File: src/rtl/pc_sequencer.sv
// rtl/pc_sequencer.sv - program counter sequencer with return-address stack
//
// Purpose:
//   Holds the program counter and a small LIFO of return addresses.
//   Each cycle performs exactly one action, chosen in this priority order:
//   stall, ret, call, jump, taken branch, increment.
//   Misuse of the stack is recorded in sticky error flags.
//
// Ports:
//   clk          sole clock, rising edge
//   reset        synchronous, active-low
//   stall        hold all state this cycle
//   ret          pop a return address into the PC
//   call         push PC+1 and load target into the PC
//   jump         load target into the PC
//   target       absolute address for call/jump
//   branch       relative branch request
//   taken        branch condition result; qualifies branch
//   offset       two's-complement branch offset
//   pc_out       current program counter (registered)
//   depth        number of valid stack entries (registered)
//   stack_full   depth == STACK_DEPTH
//   stack_empty  depth == 0
//   ovf_err      sticky: call attempted while the stack was full
//   unf_err      sticky: ret attempted while the stack was empty

module pc_sequencer #(
  parameter int                ADDR_W      = 4,
  parameter int                STACK_DEPTH = 4,
  parameter logic [ADDR_W-1:0] RESET_ADDR  = '0
) (
  input  logic                               clk,
  input  logic                               reset,
  input  logic                               stall,
  input  logic                               ret,
  input  logic                               call,
  input  logic                               jump,
  input  logic [ADDR_W-1:0]                  target,
  input  logic                               branch,
  input  logic                               taken,
  input  logic [ADDR_W-1:0]                  offset,
  output logic [ADDR_W-1:0]                  pc_out,
  output logic [$clog2(STACK_DEPTH+1)-1:0]   depth,
  output logic                               stack_full,
  output logic                               stack_empty,
  output logic                               ovf_err,
  output logic                               unf_err
);

  localparam int DW = $clog2(STACK_DEPTH + 1);
  // Index width into the stack array; a one-entry stack still needs one bit.
  localparam int IW = (STACK_DEPTH > 1) ? $clog2(STACK_DEPTH) : 1;

  logic [ADDR_W-1:0] stack [STACK_DEPTH];

  logic [ADDR_W-1:0] pc_inc;
  logic [ADDR_W-1:0] pc_branch;
  logic [IW-1:0]     push_idx;
  logic [IW-1:0]     pop_idx;

  assign stack_full  = (depth == DW'(STACK_DEPTH));
  assign stack_empty = (depth == '0);

  // Both sums are ADDR_W wide, so the carry out is dropped and the
  // offset behaves as a signed value under modular arithmetic.
  assign pc_inc    = pc_out + ADDR_W'(1);
  assign pc_branch = pc_out + offset;

  // A push only happens when depth < STACK_DEPTH and a pop only when
  // depth > 0, so truncating to the array index width is always in range.
  assign push_idx = IW'(depth);
  assign pop_idx  = IW'(depth - DW'(1));

  always_ff @(posedge clk) begin
    if (!reset) begin
      pc_out  <= RESET_ADDR;
      depth   <= '0;
      ovf_err <= 1'b0;
      unf_err <= 1'b0;
    end else if (!stall) begin
      if (ret) begin
        // ret outranks call, so a simultaneous call is dropped entirely.
        if (stack_empty) begin
          pc_out  <= pc_inc;
          unf_err <= 1'b1;
        end else begin
          pc_out <= stack[pop_idx];
          depth  <= depth - DW'(1);
        end
      end else if (call) begin
        if (stack_full) begin
          pc_out  <= pc_inc;
          ovf_err <= 1'b1;
        end else begin
          stack[push_idx] <= pc_inc;
          depth           <= depth + DW'(1);
          pc_out          <= target;
        end
      end else if (jump) begin
        pc_out <= target;
      end else if (branch && taken) begin
        pc_out <= pc_branch;
      end else begin
        pc_out <= pc_inc;
      end
    end
  end

endmodule

File: config.mk
export PLATFORM = sky130hd
export DESIGN_NAME = pc_sequencer
export DESIGN_NICKNAME = d
export VERILOG_FILES = /design/src/rtl/pc_sequencer.sv
export SDC_FILE = /design/constraint.sdc
export NUM_CORES = 1
export LEC_CHECK = 0
export CORE_ASPECT_RATIO = 0.7
export CORE_MARGIN = 10
export CORE_UTILIZATION = 52
export CTS_CLUSTER_DIAMETER = 200
export CTS_CLUSTER_SIZE = 25
export DETAILED_ROUTE_END_ITERATION = 10
export GPL_TIMING_DRIVEN = 1
export PLACE_DENSITY = 0.79
export SETUP_SLACK_MARGIN = 0.5
export SKIP_CTS_REPAIR_TIMING = 1
export SYNTH_ARGS = -nofsm -noshare
export SYNTH_HDL_FRONTEND = slang
export SYNTH_SLANG_ARGS = --single-unit
File: constraint.sdc
create_clock -name clk -period 2.3 [get_ports clk]
set_input_delay 0.46 -clock clk [delete_from_list [all_inputs] [get_ports clk]]
set_output_delay 0.46 -clock clk [all_outputs]
set_load 0.1 [all_outputs]
==> results of run 1 <==
## final cells by class
class | count | area share [%]
inverters | 11 | 2.93
clock buffers | 3 | 2.01
clock inverters | 1 | 0.366
repair buffers | 42 | 18.8
multi-input cells | 96 | 40.6
flip-flops and latches | 25 | 33.1
well taps | 36 | 2.20
## Yosys cell counts, types with 2 or more instances
master / n / area share, %
a21oi_1: 11 / 3.7
dfxtp_1: 9 / 12
clkbuf_1: 2 / 0.51
nor2_1: 9 / 2.3
mux2_2: 2 / 1.5
mux4_2: 4 / 6.1
nand3_1: 6 / 2.0
o31ai_1: 2 / 1.0
nand2_1: 10 / 2.5
inv_1: 10 / 2.5
o211ai_1: 3 / 1.5
edfxtp_1: 16 / 32
o21ai_0: 4 / 1.3
mux2i_1: 3 / 2.0
ha_1: 9 / 7.6
and2_1: 7 / 2.9
xnor2_1: 3 / 1.8
xor2_1: 3 / 1.8
buf_2: 3 / 1.0
nor2b_1: 3 / 1.3
## stage by stage
stage                     power [mW]  util (%)  std cells
after floorplan                0.951         -        138
after global routing            1.48      74.2        214
after detailed placement        1.09      67.1        198
final                           1.42      74.2        214
after CTS                       1.36      68.9        202
after global placement          1.08      67.1        198
## final timing paths
| kind | end | cells past startpoint | start | slack, ns |
|---|---|---|---|---|
| max | pc_out[2] | 8 | pc_out[0] | 0.53 |
| min | ovf_err | 1 | ovf_err | 0.48 |
| max reg2reg | pc_out[2] | 8 | pc_out[0] | 0.53 |
| min reg2reg | ovf_err | 1 | ovf_err | 0.48 |
## cells by family (layout without fill, tap and decap cells)
family | count (synthesis) | count (layout) | share of synthesized area (%)
buffers and inverters | 17 | 57 | 4.97
flip-flops | 25 | 25 | 44.5
AO/OA/AOI/OAI | 32 | 32 | 15.7
multiplexers | 9 | 9 | 9.60
AND/OR/NAND/NOR | 39 | 39 | 12.8
adder cells (fa/ha/maj) | 10 | 10 | 8.93
XOR/XNOR | 6 | 6 | 3.54
## power groups by stage
stage          Sequential, mW  Combinational [mW]  Clock (mW)
3_3_place_gp            0.553               0.524           0
4_1_cts                 0.543               0.537       0.277
2_1_floorplan           0.658               0.294           0
3_5_place_dp            0.554               0.532           0
5_1_grt                 0.540               0.648       0.296
6_report                0.537               0.611       0.271
## metal layers
layer | up-vias | wire length [um] | global-route usage, %
met5 | - | 0 | 0
met4 | 0 | 30 | 3.54
met3 | 2 | 230 | 4.37
met2 | 49 | 1830 | 20.4
met1 | 605 | 1670 | 16.6
li1 | 585 | - | -
## worst reg2reg max path, stage by stage, from the launching register on
cell and delay (ns):
dfxtp_4 0.39, ha_4 0.14, inv_2 0.04, fa_2 0.37
xor2_1 0.15, mux2i_1 0.09, mux2_2 0.29, o21ai_2 0.12
o21bai_1 0.07
## state kept, by name, summed over array words and instances (netlist names)
register,cells
unf_err,1
pc_out,4
depth,3
stack,16
ovf_err,1
==> flow_summary.ini, run 1 <==
[global_route]
antenna_found_initial = 0
grt_pass1_vias = 1170
grt_pass1_wl_um = 5860
grt_max_degree = 16
grt_usage_pct = 12.9
grt-ovfl-total = 0

[sta]
hold_viol = 0
skew_ns = 0.00315
rsz0062_at_grt = yes
layout_setup_ws_ns = 0.529
drv_slew = 0
setup_viol = 0
worst_pin_slew_ns = 0.630
tns_ns = 0
slew-limit-headroom_pct = 57.7
finalHoldWorstSlack_ns = 0.481
period_minus_slack_ns = 1.77
finalCritPeriodShare_pct = 77.0
fmax_mhz = 565

[pwr]
intPower_mw = 0.868
p_leak_nw = 0.804
power_frac_seq_pct = 37.9
switchingPower_mw = 0.551
worst_ir_drop_vdd_mv = 0.531
power_density_nw_per_um2 = 692
combPwrFrac_pct = 43.1
p_clk_share_pct = 19.1
swShare_pct = 38.8

[cts]
numClockSinks = 25
cts_buffer_depth = 2
htreeDepth = 1
clock-root-buffer = clkbuf_8
cts_buffers = 3
clk_transition_reported_paths_ns = 0.09
insertion_delay_ns = 0.27
cts_tree = yes

[placement]
hpwl_um = 2650
place.gp.congestion = 0.884
place_area_sq_um = 1850
io_buffers = 26
pre_cts_ws_ns = -0.0709

[setup_path]
crit_required_ns = 2.47
crit_arrival_ns = 1.94
critPathKind = reg2reg
crit_buf_inv = 1
worstPathCellList = ha_4 > inv_2 > fa_2 > xor2_1 > mux2i_1 > mux2_2 > o21ai_2 > o21bai_1
critPathMaxFanout = 5
start_kind = flop
cp_slowest_stage_delay_ns = 0.39
slowest_stage = dfxtp_4
end_kind = flop
crit_family = adder cells

[yosys]
synth_edf_count = 16
synth_cell_types = 39
ys_ff_latch = 25
synthCells = 138
synth-seq-area-share_pct = 44.5
syn_nets = 164
syn_avg_cell_area_sq_um = 10.8
synth_ff_type = edfxtp_1
yosys_warnings = 0
synth_area_sq_um = 1490
async_reset_ff_share_pct = 0

[floorplan]
rows = 16
die_area_sq_um = 5430
die-height_um = 64.7
ioPinCount = 27
dieWidth_um = 83.9
start_util_pct = 53.8
coreArea_sq_um = 2760

[detailed_routing]
routedWlPerCell_um = 17.6
drt-pass1-iter-count = 4
num_vias = 1241
drt_iter0_markers = 103
detail-route-antenna-nets = 0
routed_wl_um = 3760
drc = 0
viasPerCell = 5.80

[finish]
final_area_sq_um = 2050
layout_common_cells = 25 x buf_4, 16 x edfxtp_1, 12 x clkdlybuf4s50_1, 10 x a21oi_1
final_nets = 205
seqCellArea_sq_um = 678
mostFrequentLayoutCell = buf_4
drive_above_1_share_pct = 33.7
multi_input_area_sq_um = 832
synthToLayoutAreaGrowth_pct = 38.0
nFillCells = 188
antenna_cells = 0

[run_status]
status = completed

[flow_run]
cap_violations = 0

[hold_path]
hold_path.class = reg2reg
Note: power is estimated with default switching activity, not from simulation.
==> run 2, diff against run 1 <==
Clock period 2.3 ns to 1.9 ns, I/O delays scaled along.
==> run 2 against run 1 <==
  * Cell count is 7.0% higher
  * Routed wire length increased by 22%
  * Register-to-register slack lost 0.33 ns
  * Worst hold slack gained 0.016 ns
  * Sequential power increased by 21%
  * Flip-flop and latch count did not move
  * Clock-buffer cell count stayed put
  * Global-route usage up 1.2 points
  * Core utilization up 12 points
  * Combinational power up 56%
  * Critical endpoint is now stack_empty
  * Largest cell class unchanged
  * Largest power group unchanged
==> flow_summary.ini, run 2 (synthesis gave the netlist of run 1 again) <==
[run_status]
status = completed

[cts]
htreeDepth = 1
cts_buffers = 3
cts_tree = yes
numClockSinks = 25
insertion_delay_ns = 0.29
clk_transition_reported_paths_ns = 0.09
cts_buffer_depth = 2
clock-root-buffer = clkbuf_8

[pwr]
worst_ir_drop_vdd_mv = 0.649
power_density_nw_per_um2 = 820
power_frac_seq_pct = 33.3
p_leak_nw = 0.952
intPower_mw = 1.19
switchingPower_mw = 0.754
swShare_pct = 38.7
p_clk_share_pct = 17.6
combPwrFrac_pct = 49.1
power_mw = 1.95

[global_route]
grt_usage_pct = 14.1
grt_pass1_wl_um = 6220
antenna_found_initial = 0
grt_max_degree = 16
grt_pass1_vias = 1267
grt-ovfl-total = 0

[sta]
period_minus_slack_ns = 1.72
layout_setup_ws_ns = 0.185
drv_slew = 0
setup_viol = 0
hold_viol = 0
finalCritPeriodShare_pct = 90.3
slew-limit-headroom_pct = 73.2
finalHoldWorstSlack_ns = 0.497
tns_ns = 0
fmax_mhz = 583
skew_ns = 0.00993
worst_pin_slew_ns = 0.397
rsz0062_at_grt = yes

[detailed_routing]
drc = 0
num_vias = 1318
routedWlPerCell_um = 20.0
viasPerCell = 5.76
routed_wl_um = 4590
drt-pass1-iter-count = 5
drt_iter0_markers = 128
detail-route-antenna-nets = 0

[flow_run]
cap_violations = 0

[setup_path]
r2r-start = pc_out[0]
start_kind = flop
reg2reg_slack_ns = 0.20
reg2reg_to = pc_out[2]
crit_required_ns = 1.52
r2r_cells = 8
crit_arrival_ns = 1.34
end_kind = output port
critPathKind = reg2out
critPathMaxFanout = 4

[hold_path]
hold_path.class = reg2reg
hold_path_end = ovf_err
hold_start = ovf_err
hold_path_depth = 1

[placement]
hpwl_um = 2930
place_area_sq_um = 2060
dp_cells = 207
pre_cts_ws_ns = -0.454
place.gp.congestion = 0.885
io_buffers = 26

[floorplan]
die-height_um = 64.7
start_util_pct = 53.8
coreArea_sq_um = 2760
rows = 16
die_area_sq_um = 5430
dieWidth_um = 83.9
ioPinCount = 27

[finish]
synthToLayoutAreaGrowth_pct = 59.8
fin_util_pct = 85.9
mostFrequentLayoutCell = buf_4
final_nets = 220
final_area_sq_um = 2370
layout_common_cells = 29 x buf_4, 16 x edfxtp_1, 10 x buf_12
fin_cells = 229
regMostFlops = stack
antenna_cells = 0
reg_top3 = stack (16), pc_out (4), depth (3)
largest_register_ffs = 16
nFillCells = 117
drive_above_1_share_pct = 48.7
## run 2: cell types whose count changed in the layout (fill, tap and decap cells not counted), moves of 4 or more
cell / before / now
and2_1: 7 / 3
and2_4: 0 / 4
buf_12: 2 / 10
buf_4: 25 / 29
clkdlybuf4s50_1: 12 / 8
dlymetal6s2s_1: 3 / 7
## run 2: power groups by stage
stage / clock network, mW / logic, mW / registers (mW)
3_5_place_dp: 0 / 0.765 / 0.674
2_1_floorplan: 0 / 0.367 / 0.798
5_1_grt: 0.359 / 1.00 / 0.652
4_1_cts: 0.333 / 0.771 / 0.661
3_3_place_gp: 0 / 0.749 / 0.672
6_report: 0.342 / 0.955 / 0.649
## run 2: routing by layer
| layer | GRT usage, % | routed length, um | vias to the layer above |
|---|---|---|---|
| met1 | 16.5 | 1810 | 633 |
| met2 | 23.3 | 2360 | 64 |
| met4 | 6.67 | 97 | 0 |
| met5 | 0 | 0 | - |
| li1 | - | - | 613 |
| met3 | 4.49 | 330 | 8 |
## run 2: worst max-delay path by stage
stage	from	end	slack (ns)	cells after the start
finish	depth[0]	stack_empty	0.18	6
global route	pc_out[0]	pc_out[2]	0.12	8
CTS	offset[0]	pc_out[2]	-0.16	9
detailed placement	offset[0]	pc_out[2]	-0.45	9
global placement	offset[0]	pc_out[2]	-0.33	9
floorplan	depth[0]	pc_out[2]	-0.22	8
## run 2: layout make-up
type / count / area [sq um] / area share, %
well taps: 36 / 45.0 / 1.90
clock inverters: 1 / 7.51 / 0.316
multi-input cells: 96 / 916 / 38.6
flip-flops and latches: 25 / 682 / 28.7
inverters: 11 / 62.6 / 2.64
repair buffers: 57 / 619 / 26.1
clock buffers: 3 / 41.3 / 1.74
## run 2: worst max-delay path, cell delays in order (launching register included)
cell and delay (ns):
dfxtp_4 0.37, inv_4 0.08, ha_4 0.19, nand2b_4 0.07, buf_12 0.13, inv_12 0.05
buf_12 0.16
==> run 3, diff against run 2 <==
Settings changed: CORE_MARGIN 10 to 2.
==> run 3 against run 2 <==
  * Core utilization decreased by 0.91 points
  * Routed wire length decreased by 4.0%
  * Register-to-register slack got worse by 0.08 ns
  * Global-route usage increased by 9.9 points
  * Worst hold slack improved by 0.016 ns
  * Via count decreased by 0.30%
  * Critical path depth increased by 2
  * Maximum frequency decreased by 3.8%
  * First-iteration DRC count decreased by 13%
  * Clock power decreased by 2%
  * Sequential share of layout area increased by 0.31 points
  * Sequential power increased by 1%
==> flow_summary.ini, run 3 (synthesis gave the netlist of run 1 again) <==
[floorplan]
ioPinCount = 27
rows = 16
die_area_sq_um = 3310
start_util_pct = 53.8
dieWidth_um = 67.9
die-height_um = 48.7
coreArea_sq_um = 2760

[pwr]
swShare_pct = 38.7
combPwrFrac_pct = 48.2
power_mw = 1.92
switchingPower_mw = 0.742
power_density_nw_per_um2 = 817
power_frac_seq_pct = 34.3
intPower_mw = 1.18
p_clk_share_pct = 17.5
worst_ir_drop_vdd_mv = 0.871
p_leak_nw = 0.918

[cts]
cts_buffers = 3
cts_buffer_depth = 2
cts_tree = yes
clk_transition_reported_paths_ns = 0.10
insertion_delay_ns = 0.28
clock-root-buffer = clkbuf_8
numClockSinks = 25
htreeDepth = 1

[placement]
place.gp.congestion = 0.868
io_buffers = 26
pre_cts_ws_ns = -0.430
hpwl_um = 2720

[sta]
drv_slew = 0
period_minus_slack_ns = 1.78
layout_setup_ws_ns = 0.117
hold_viol = 0
fmax_mhz = 561
finalCritPeriodShare_pct = 93.8
slew-limit-headroom_pct = 73.0
rsz0062_at_grt = yes
worst_pin_slew_ns = 0.400
skew_ns = 0.00730
setup_viol = 0

[detailed_routing]
detail-route-antenna-nets = 0
drt-pass1-iter-count = 4
viasPerCell = 5.84
num_vias = 1314
drt_iter0_markers = 112
drc = 0
routed_wl_um = 4410
routedWlPerCell_um = 19.6

[finish]
largest_register_ffs = 16
nFillCells = 137
layout_common_cells = 26 x buf_4, 16 x edfxtp_1, 11 x clkdlybuf4s50_1, 9 x a21oi_1, 9 x buf_12
antenna_cells = 0
mostFrequentLayoutCell = buf_4
reg_top3 = stack (16), pc_out (4), depth (3)
seqCellArea_sq_um = 682
multi_input_area_sq_um = 918
drive_above_1_share_pct = 45.0
final_nets = 216
synthToLayoutAreaGrowth_pct = 58.1
regMostFlops = stack

[setup_path]
cp_slowest_stage_delay_ns = 0.41
crit_family = adder cells
worstPathCellList = ha_4 > inv_2 > fa_2 > xor2_2 > mux2i_1 > mux2_4 > o21ai_2 > o21bai_1
start_kind = flop
crit_buf_inv = 1
crit_arrival_ns = 1.96
critPathKind = reg2reg
end_kind = flop
slowest_stage = fa_2
crit_required_ns = 2.07
critPathMaxFanout = 2
reg2reg_slack_ns = 0.12

[global_route]
grt_pass1_wl_um = 5830
grt-ovfl-total = 0
grt_usage_pct = 24.0
grt_pass1_vias = 1189
grt_max_degree = 16
antenna_found_initial = 0

[flow_run]
cap_violations = 0

[hold_path]
hold_path.class = reg2reg

[run_status]
status = completed
## run 3: cell types whose count changed in the layout (fill, tap and decap cells not counted), sizes merged
cell | previous run | this run
clkdlybuf4s50 | 8 | 11
dlymetal6s2s | 7 | 4
buf | 42 | 38
## run 3: power by group through the flow
stage | clock, mW | sequential (mW) | combinational, mW
finish | 0.336 | 0.657 | 0.926
global route | 0.351 | 0.661 | 0.970
detailed placement | 0 | 0.674 | 0.763
CTS | 0.325 | 0.662 | 0.768
global placement | 0 | 0.672 | 0.747
floorplan | 0 | 0.798 | 0.367
## run 3: layout make-up
| cell class | count | share of cell area (%) |
|---|---|---|
| Multi-Input combinational cell | 96 | 39.1 |
| Sequential cell | 25 | 29.0 |
| Timing Repair Buffer | 53 | 25.1 |
| Inverter | 11 | 2.77 |
| Tap cell | 36 | 1.92 |
| Clock buffer | 3 | 1.76 |
| Clock inverter | 1 | 0.320 |
## run 3: layer usage
layer / vias up / wire length [um] / track usage [%]
met3: 14 / 291 / 4.19
li1: 604 / - / -
met1: 633 / 1790 / 35.0
met4: 0 / 101 / 5.67
met2: 63 / 2220 / 37.4
met5: - / 0 / 0
## run 3: worst min-delay path, stage by stage (launching register included)
cell,delay (ns)
dfxtp_1,0.34
a21oi_1,0.05
nor2b_1,0.09
## run 3: worst paths after layout
| path | startpoint | to | cells past startpoint |
|---|---|---|---|
| hold reg to reg | unf_err | unf_err | 2 |
| setup / recovery | pc_out[0] | pc_out[2] | 8 |
| setup reg to reg | pc_out[0] | pc_out[2] | 8 |
| hold / removal | unf_err | unf_err | 2 |
## run 3: stage by stage
stage	std cells	hold WS, ns	area, sq um	setup TNS (ns)	utilization (%)
after floorplan	138	0.582	1600	-0.503	-
after global placement	207	0.459	2060	-0.723	74.5
after detailed placement	207	0.489	2060	-0.964	74.5
after CTS	211	0.512	2110	-0.189	76.2
after global routing	225	0.542	2350	0	85.0
final	225	0.513	2350	0	85.0
